$ cat src/rtl/instr_fetch_pkg.sv
// Shared definitions for the instruction fetch stage.
//   - NOP encoding and reset-PC defaults
//   - RISC-V base opcode constants (decoded downstream from opcode)
//   - FSM state encoding for instr_fetch
package instr_fetch_pkg;

   localparam logic [31:0] NOP_INSTR_DEFAULT = 32'h0000_0013;  // addi x0,x0,0
   localparam logic [63:0] RESET_PC_DEFAULT  = 64'h0;
   localparam logic [63:0] PC_ALIGN_MASK     = ~64'h3;

   localparam logic [6:0] OPC_LOAD     = 7'b000_0011;
   localparam logic [6:0] OPC_MISC_MEM = 7'b000_1111;
   localparam logic [6:0] OPC_OP_IMM   = 7'b001_0011;
   localparam logic [6:0] OPC_AUIPC    = 7'b001_0111;
   localparam logic [6:0] OPC_OP_IMM32 = 7'b001_1011;
   localparam logic [6:0] OPC_STORE    = 7'b010_0011;
   localparam logic [6:0] OPC_OP       = 7'b011_0011;
   localparam logic [6:0] OPC_LUI      = 7'b011_0111;
   localparam logic [6:0] OPC_OP32     = 7'b011_1011;
   localparam logic [6:0] OPC_BRANCH   = 7'b110_0011;
   localparam logic [6:0] OPC_JALR     = 7'b110_0111;
   localparam logic [6:0] OPC_JAL      = 7'b110_1111;
   localparam logic [6:0] OPC_SYSTEM   = 7'b111_0011;

   typedef enum logic [2:0] {
      S_IDLE  = 3'd0,
      S_REQ   = 3'd1,
      S_WAIT  = 3'd2,
      S_HOLD  = 3'd3,
      S_DRAIN = 3'd4
   } fetch_state_t;

endpackage

$ cat src/rtl/instr_fetch_pc_reg.sv
// pc_reg: 64-bit register with load-enable and asynchronous active-high reset.
// Ports:
//   clk  - clock
//   arst - asynchronous reset, loads RESET_VAL
//   load - capture d on the rising edge
//   d    - next value
//   q    - current value
module pc_reg #(
   parameter logic [63:0] RESET_VAL = 64'h0
) (
   input  logic        clk,
   input  logic        arst,
   input  logic        load,
   input  logic [63:0] d,
   output logic [63:0] q
);

   always_ff @(posedge clk or posedge arst) begin
      if (arst) begin
         q <= RESET_VAL;
      end else if (load) begin
         q <= d;
      end
   end

endmodule

$ cat src/rtl/instr_fetch.sv
// instr_fetch: IF stage with a single outstanding instruction-memory request
// and an IF/ID output register.
// Ports:
//   clk, arst               - clock, asynchronous active-high reset
//   stall                   - hold the IF/ID output register
//   redirect, redirect_pc   - flush and refetch from redirect_pc (word aligned)
//   imem_req, imem_addr     - one-cycle read request to instruction memory
//   imem_rvalid, imem_rdata - read response
//   instr_valid, instr,
//   instr_pc                - IF/ID register contents
//   opcode                  - instr[6:0]
module instr_fetch
   import instr_fetch_pkg::*;
#(
   parameter logic [63:0] RESET_PC  = RESET_PC_DEFAULT,
   parameter logic [31:0] NOP_INSTR = NOP_INSTR_DEFAULT
) (
   input  logic        clk,
   input  logic        arst,
   input  logic        stall,
   input  logic        redirect,
   input  logic [63:0] redirect_pc,
   output logic        imem_req,
   output logic [63:0] imem_addr,
   input  logic        imem_rvalid,
   input  logic [31:0] imem_rdata,
   output logic        instr_valid,
   output logic [31:0] instr,
   output logic [63:0] instr_pc,
   output logic [6:0]  opcode
);

   fetch_state_t state, state_next;

   logic [63:0] pc;
   logic [63:0] pc_d;
   logic        pc_load;
   logic [31:0] hold_instr, hold_d;
   logic [31:0] instr_d;
   logic [63:0] instr_pc_d;
   logic        instr_valid_d;

   pc_reg #(.RESET_VAL(RESET_PC)) u_pc_reg (
      .clk  (clk),
      .arst (arst),
      .load (pc_load),
      .d    (pc_d),
      .q    (pc)
   );

   // Request is a pure decode of the state so reset clears it without a clock.
   assign imem_req  = (state == S_REQ);
   assign imem_addr = imem_req ? (pc & PC_ALIGN_MASK) : 64'h0;
   assign opcode    = instr[6:0];

   always_ff @(posedge clk or posedge arst) begin
      if (arst) begin
         state       <= S_IDLE;
         instr       <= NOP_INSTR;
         instr_pc    <= 64'h0;
         instr_valid <= 1'b0;
         hold_instr  <= 32'h0;
      end else begin
         state       <= state_next;
         instr       <= instr_d;
         instr_pc    <= instr_pc_d;
         instr_valid <= instr_valid_d;
         hold_instr  <= hold_d;
      end
   end

   always_comb begin
      state_next    = state;
      pc_load       = 1'b0;
      pc_d          = pc + 64'd4;   // wraps modulo 2^64
      instr_d       = instr;
      instr_pc_d    = instr_pc;
      instr_valid_d = instr_valid;
      hold_d        = hold_instr;

      if (redirect) begin
         pc_load       = 1'b1;
         pc_d          = redirect_pc & PC_ALIGN_MASK;
         instr_d       = NOP_INSTR;
         instr_valid_d = 1'b0;
         hold_d        = 32'h0;
         // A request still in flight must be drained before refetching,
         // otherwise its response would be mistaken for the new target's.
         case (state)
            S_REQ:   state_next = S_DRAIN;
            S_WAIT:  state_next = imem_rvalid ? S_REQ : S_DRAIN;
            S_DRAIN: state_next = imem_rvalid ? S_REQ : S_DRAIN;
            default: state_next = S_REQ;
         endcase
      end else begin
         // Bubble whenever nothing loads and the stage is not stalled.
         if (!stall) begin
            instr_d       = NOP_INSTR;
            instr_valid_d = 1'b0;
         end
         case (state)
            S_IDLE: state_next = S_REQ;
            S_REQ:  state_next = S_WAIT;
            S_WAIT: begin
               if (imem_rvalid) begin
                  if (!stall) begin
                     instr_d       = imem_rdata;
                     instr_pc_d    = pc;
                     instr_valid_d = 1'b1;
                     pc_load       = 1'b1;
                     state_next    = S_REQ;
                  end else begin
                     hold_d     = imem_rdata;
                     state_next = S_HOLD;
                  end
               end
            end
            S_HOLD: begin
               if (!stall) begin
                  instr_d       = hold_instr;
                  instr_pc_d    = pc;
                  instr_valid_d = 1'b1;
                  pc_load       = 1'b1;
                  state_next    = S_REQ;
               end
            end
            S_DRAIN: begin
               // Stall has no meaning here: the register already holds a bubble.
               instr_d       = NOP_INSTR;
               instr_valid_d = 1'b0;
               if (imem_rvalid) begin
                  state_next = S_REQ;
               end
            end
            default: state_next = S_IDLE;
         endcase
      end
   end

endmodule
$ cat config.mk
export PLATFORM = sky130hd
export DESIGN_NAME = instr_fetch
export DESIGN_NICKNAME = d
export VERILOG_FILES = /design/src/rtl/instr_fetch_pkg.sv /design/src/rtl/instr_fetch_pc_reg.sv /design/src/rtl/instr_fetch.sv
export SDC_FILE = /design/constraint.sdc
export NUM_CORES = 1
export LEC_CHECK = 0
export CAP_MARGIN = 20
export CELL_PAD_IN_SITES_DETAIL_PLACEMENT = 1
export CELL_PAD_IN_SITES_GLOBAL_PLACEMENT = 1
export CORE_ASPECT_RATIO = 2
export CORE_MARGIN = 2
export CORE_UTILIZATION = 36
export CTS_BUF_LIST = sky130_fd_sc_hd__clkbuf_16
export CTS_CLUSTER_DIAMETER = 120
export DETAILED_ROUTE_END_ITERATION = 10
export PLACE_DENSITY = 0.84
export RECOVER_POWER = 100
export SLEW_MARGIN = 10
export SYNTH_ARGS = -nofsm -noshare
export SYNTH_HDL_FRONTEND = slang
export SYNTH_SLANG_ARGS = --single-unit
$ cat constraint.sdc
create_clock -name clk -period 8.4 [get_ports clk]
set_clock_uncertainty 0.1 [all_clocks]
set_input_delay 0.84 -clock clk [delete_from_list [all_inputs] [get_ports clk]]
set_output_delay 0.84 -clock clk [all_outputs]
set_load 0.1 [all_outputs]
[After elaboration in Yosys (flattened, before gate mapping)]
Index checks and enable logic that the tools add are counted.
Word-level totals
  bits in registers: 196
  bits in latches: 0
  RAM bits: 0
  memory bits (read-only): 0
  input bits: 101
  output and inout bits: 169
  word-level logic and storage cells: 57
  memories kept: 0
Cells by class
  add/subtract/negate cells: 1
  $mul: 0
  div/mod/pow operators: 0
  magnitude comparators: 0
  eq/ne operators: 8
  shift-type cells: 0
  mux-type cells: 32
  bitwise operators: 1
  reductions and logical operators: 9
Operator list (count)
  32-bit 2-to-1 mux: 9
  64-bit 2-to-1 mux: 4
  64-bit case mux with 2 select lines: 1
  32-bit case mux with 3 select lines: 1
  64-bit by 3-bit adder with 64-bit output, second input constant: 1
  3-bit 2-to-1 mux: 5
  3-bit case mux with 5 select lines: 1
  3-bit inequality test, second input constant: 3
  3-bit AND reduction: 3
  2-bit nonzero test: 4
  1-bit 2-to-1 mux: 7
  3-bit by 2-bit equality test with 1-bit output, second input constant: 2
  3-bit case mux with 2 select lines: 1
  3-bit by 1-bit equality test with 1-bit output, second input constant: 1
  3-bit equality test, second input constant: 1
  3-bit zero test: 1
  1-bit case mux with 3 select lines: 1
  2-bit 2-to-1 mux: 1
  2-bit inequality test, second input constant: 1
  1-bit case mux with 2 select lines: 1
  2-bit OR reduction: 1
  1-bit NOT: 1

[Logic depth before layout (Yosys ltp)]
  depth in word-level cells: 5
  mapped depth: 9
  mapped depth without buffers: 6

[Hierarchy]
From an unflattened synthesis, not the netlist that was laid out.
Second synthesis, totals
  cell total of the unflattened synthesis: 1028
  area total of the unflattened synthesis: 10552.6 um^2
By module, submodules not included
  instr_fetch: instances 1, cells each 892, area an instance 7870.0 um^2, sequential area each 3306.9 um^2
  pc_reg: instances 1, cells each 136, area an instance 2682.6 um^2, sequential area each 1601.5 um^2

[Worst setup path after synthesis]
No wires, ideal clock.
  path kind: register to output
  start: register state[1]
  end: output imem_addr[13]
  arrival: 2.862 ns
  data required time: 7.460 ns
  setup slack: 4.598 ns
  stages on the path, launching flop included: 5
  buffers on the path: 2
  cell sequence: dfrtp_1 clkbuf_2 nand2b_1 clkbuf_1 nor3_1
On the way
  cells in the longest elaborated chain, start to end: 2
Ends and longest elaborated chain
  start: declaration: RTL line instr_fetch.sv:33  | fetch_state_t state, state_next;
  start signal: assignment: RTL line instr_fetch.sv:64  | state <= state_next;
  3-bit by 1-bit equality test with 1-bit output: RTL line instr_fetch.sv:52  | assign imem_req = (state == S_REQ);
  64-bit 2-to-1 mux: RTL line instr_fetch.sv:53  | assign imem_addr = imem_req ? (pc & PC_ALIGN_MASK) : 64'h0;
  end: declaration: RTL line instr_fetch.sv:24  | output logic [63:0] imem_addr,
No other way between the ends.

[Worst setup path after layout]
  start: input redirect
  end: register instr_pc[30]
On the way
  cells in the longest elaborated chain, start to end: 2
Ends and longest elaborated chain
  start: declaration: RTL line instr_fetch.sv:21  | input logic redirect,
  1-bit NOT (no source line)
  3-bit AND reduction (no source line)
  end signal: assignment: RTL line instr_fetch.sv:66  | instr_pc <= instr_pc_d;
  end: declaration: RTL line instr_fetch.sv:29  | output logic [63:0] instr_pc,
No other way between the ends.
A chain may end at the register's enable or synchronous reset.

==> impl_metrics.csv <==
group,metric,value,unit
yosys,avgSynthCellArea,9.71,um^2
layout,area_delta_synth_final,37.3,%
clocking,cts_sinks,192,
timing,worst_pin_slew,5.01,ns
pwr,p_leak,0.00535,uW
placed_design,gp_congestion,0.820,
yosys,async_reset_ff_share,100,%
timing,fin_tns_setup,0,ns
floorplan,num_rows,83,
setup_path,worstPathArrival,6.12,ns
drt,wl_per_cell,21.3,um
yosys,synth_area,9400,um^2
drt,dr.pass1.iters,5,
drt,vias,8589,
drt,antenna_left,0,
global_route,antenna_found_initial,5,
setup_path,r2r_cells,5,
drt,vias_per_cell,5.56,
placed_design,place_hpwl,23600,um
layout,fill_cells,2859,
clocking,cts_htree_levels,4,
floorplan,ios,270,
global_route,grt_pass1_vias,9264,
pwr,p_per_area,405,nW/um^2
flow_run,max_cap_viol_count,6,
setup_path,cp-end-kind,"register",
layout,drive_above_1_share,9.33,%
yosys,synth_top_family_by_area,"simple AND/OR/NAND/NOR gates",
timing,max_freq,0.170,GHz
timing,min_period_over_period,70.1,%
yosys,synth-edff-count,0,
global_route,grt_max_degree,109,
clocking,post_cts_resize_count,0,
yosys,netlist_instances,968,
clocking,ctsHoldBuffers,0,
status,status,"finished, violations left",
placed_design,port_buffers,263,
global_route,grt-ovfl-total,0,
hold_path,holdPathStages,1,
clocking,cts-buffers-inserted,17,
timing,hold_viol,0,
timing,setup_violations,0,
drt,drt_iter0_markers,419,
clocking,clockBufferDepth,2,
floorplan,initial_core_util,36.6,%
setup_path,path_class,"input pin to register",
yosys,synthAdderAreaFrac,0.133,%
floorplan,dieArea,27500,um^2
pwr,finalPower,5220,uW
timing,max_slew_margin,-236,%
yosys,synth.yosys.seq_area_share,51.2,%
yosys,synth_compound_area_share,12.1,%
drt,drt_wl_total,33000,um
yosys,synth_xor_area_share,2.80,%
status,violations,"max-capacitance violations, max-slew violations",
layout,final_cell_area,12900,um^2
timing,slew_viol_final,333,
setup_path,start_kind,"input pin",
yosys,synthMuxAreaShare,7.76,%
layout,fin_nets,1289,
global_route,grt_use_total,24.1,%
yosys,yosys_most_used_dff,"dfrtp_1",
timing,final.min_clock_period,5.89,ns
pwr,peakVddDrop,0.189,mV
floorplan,die_w,118,um
placed_design,dpl_cell_area,12300,um^2
yosys,ys_ff_latch,192,
floorplan,core-area,25700,um^2
hold_path,hp-class,"register to register",
clocking,clkLatencyLatePin,0.45,ns
yosys,yosys_warnings,0,
timing,rsz0062_at_grt,"no",
setup_path,cp.required,8.63,ns
clocking,cts_root_buffer,"clkbuf_16",
drt,drc,0,
clocking,tritoncts,"done",
clocking,path_clk_slew,0.07,ns
yosys,synth.distinct_cells,48,
global_route,grt_first_pass_wirelength,51400,um
yosys,synth_simple_gate_area_share,21.8,%
setup_path,cp_max_fo,88,
clocking,cts_setup_buffers,0,
floorplan,die_h,233,um
## sequential cells by signal (all words and copies together), names as in the netlist
name and count:
instr_pc 62, u_pc_reg.q 62, state 3, instr_valid 1, hold_instr 32, instr 32
## cells in the mapped netlist (all sizes together), types with 23 or more instances
| master | number | area, um^2 |
|---|---|---|
| nand4 | 27 | 169 |
| dfrtp | 189 | 4730 |
| clkbuf | 63 | 239 |
| mux2 | 63 | 709 |
| o21ai | 53 | 265 |
| nand2 | 135 | 507 |
| a31oi | 23 | 144 |
| a21oi | 40 | 200 |
| and2 | 56 | 350 |
| nand3 | 24 | 120 |
| nor2 | 69 | 259 |
| a222oi | 23 | 230 |
## path summary, 6_finish.rpt
path,from,end,slack [ns]
min,instr_pc[24],instr_pc[24],0.40
max reg2reg,state[2],u_pc_reg.q[61],3.96
min in group asynchronous,arst,instr_pc[12],2.28
max,redirect,instr_pc[30],2.51
max in group asynchronous,arst,instr[1],2.86
min reg2reg,instr_pc[24],instr_pc[24],0.40
## worst max-delay path, stage by stage
cell,delay [ns]
buf_4,0.47
clkbuf_1,2.65
nor3_1,0.30
clkbuf_1,1.12
mux2_2,0.67
## power by group
| part | total [uW] | internal (uW) | switching [uW] |
|---|---|---|---|
| logic | 3050 | 625 | 2420 |
| clock network | 902 | 528 | 374 |
| registers | 1270 | 1120 | 154 |
## stage by stage
step,hold WS [ns],util (%),instances,worst slack (ns)
6_report,0.403,50.3,1545,2.51
5_1_grt,0.420,50.3,1545,1.96
2_1_floorplan,0.390,-,971,2.24
4_1_cts,0.413,50.3,1538,3.57
3_3_place_gp,0.389,47.7,1505,3.67
3_5_place_dp,0.397,47.8,1506,3.55
## placed cells by master (no fill, tap or decap), types with 7 or more instances in the layout
| cell | synthesis | routed |
|---|---|---|
| dlygate4sd3_1 | 0 | 167 |
| xor2_1 | 12 | 12 |
| o31ai_1 | 10 | 10 |
| or3_1 | 13 | 13 |
| a222oi_1 | 23 | 23 |
| mux2_2 | 63 | 63 |
| nor4_1 | 16 | 16 |
| dfrtp_1 | 189 | 189 |
| a31oi_1 | 23 | 23 |
| nor3_1 | 19 | 19 |
| nor2_1 | 69 | 66 |
| clkdlybuf4s50_1 | 0 | 95 |
| or4_1 | 17 | 17 |
| and2_1 | 56 | 56 |
| nand3_1 | 24 | 24 |
| xnor2_1 | 18 | 18 |
| a22oi_1 | 8 | 8 |
| o21ai_0 | 53 | 53 |
| clkbuf_16 | 0 | 17 |
| and3_1 | 9 | 9 |
| clkbuf_1 | 61 | 8 |
| nand2_1 | 135 | 135 |
| a21oi_1 | 40 | 40 |
| and4_1 | 7 | 7 |
| nand4_1 | 27 | 27 |
| inv_1 | 12 | 12 |
## layer usage
layer  vias up  track usage (%)  wire [um]
li1       3882                -          -
met1      4404             24.0      11300
met2       244             46.6      18900
met3        59             5.27       1440
met4         0             11.4       1290
met5         -                0          0
## cell type report
cell class	count	area [um^2]	share of cell area [%]
flip-flops and latches	192	4810	37.3
multi-input cells	686	4220	32.7
repair buffers	278	2750	21.3
clock buffers	17	425	3.30
well taps	340	425	3.30
clock inverters	15	216	1.68
inverters	12	46.3	0.359
diodes	5	12.5	0.0970
## cells by family (layout without fill, tap and decap cells)
group                      count (synthesis)  in the layout
and+or+nand+nor                          409            409
xor gates and xnor gates                  30             30
buffers and inverters                     93            322
muxes                                     65             65
AOI/OAI and AO/OA                        177            177
adders and majority gates                  1              1
other                                      1              9
DFF                                      192            192
Power figures use the tool's default switching activity.
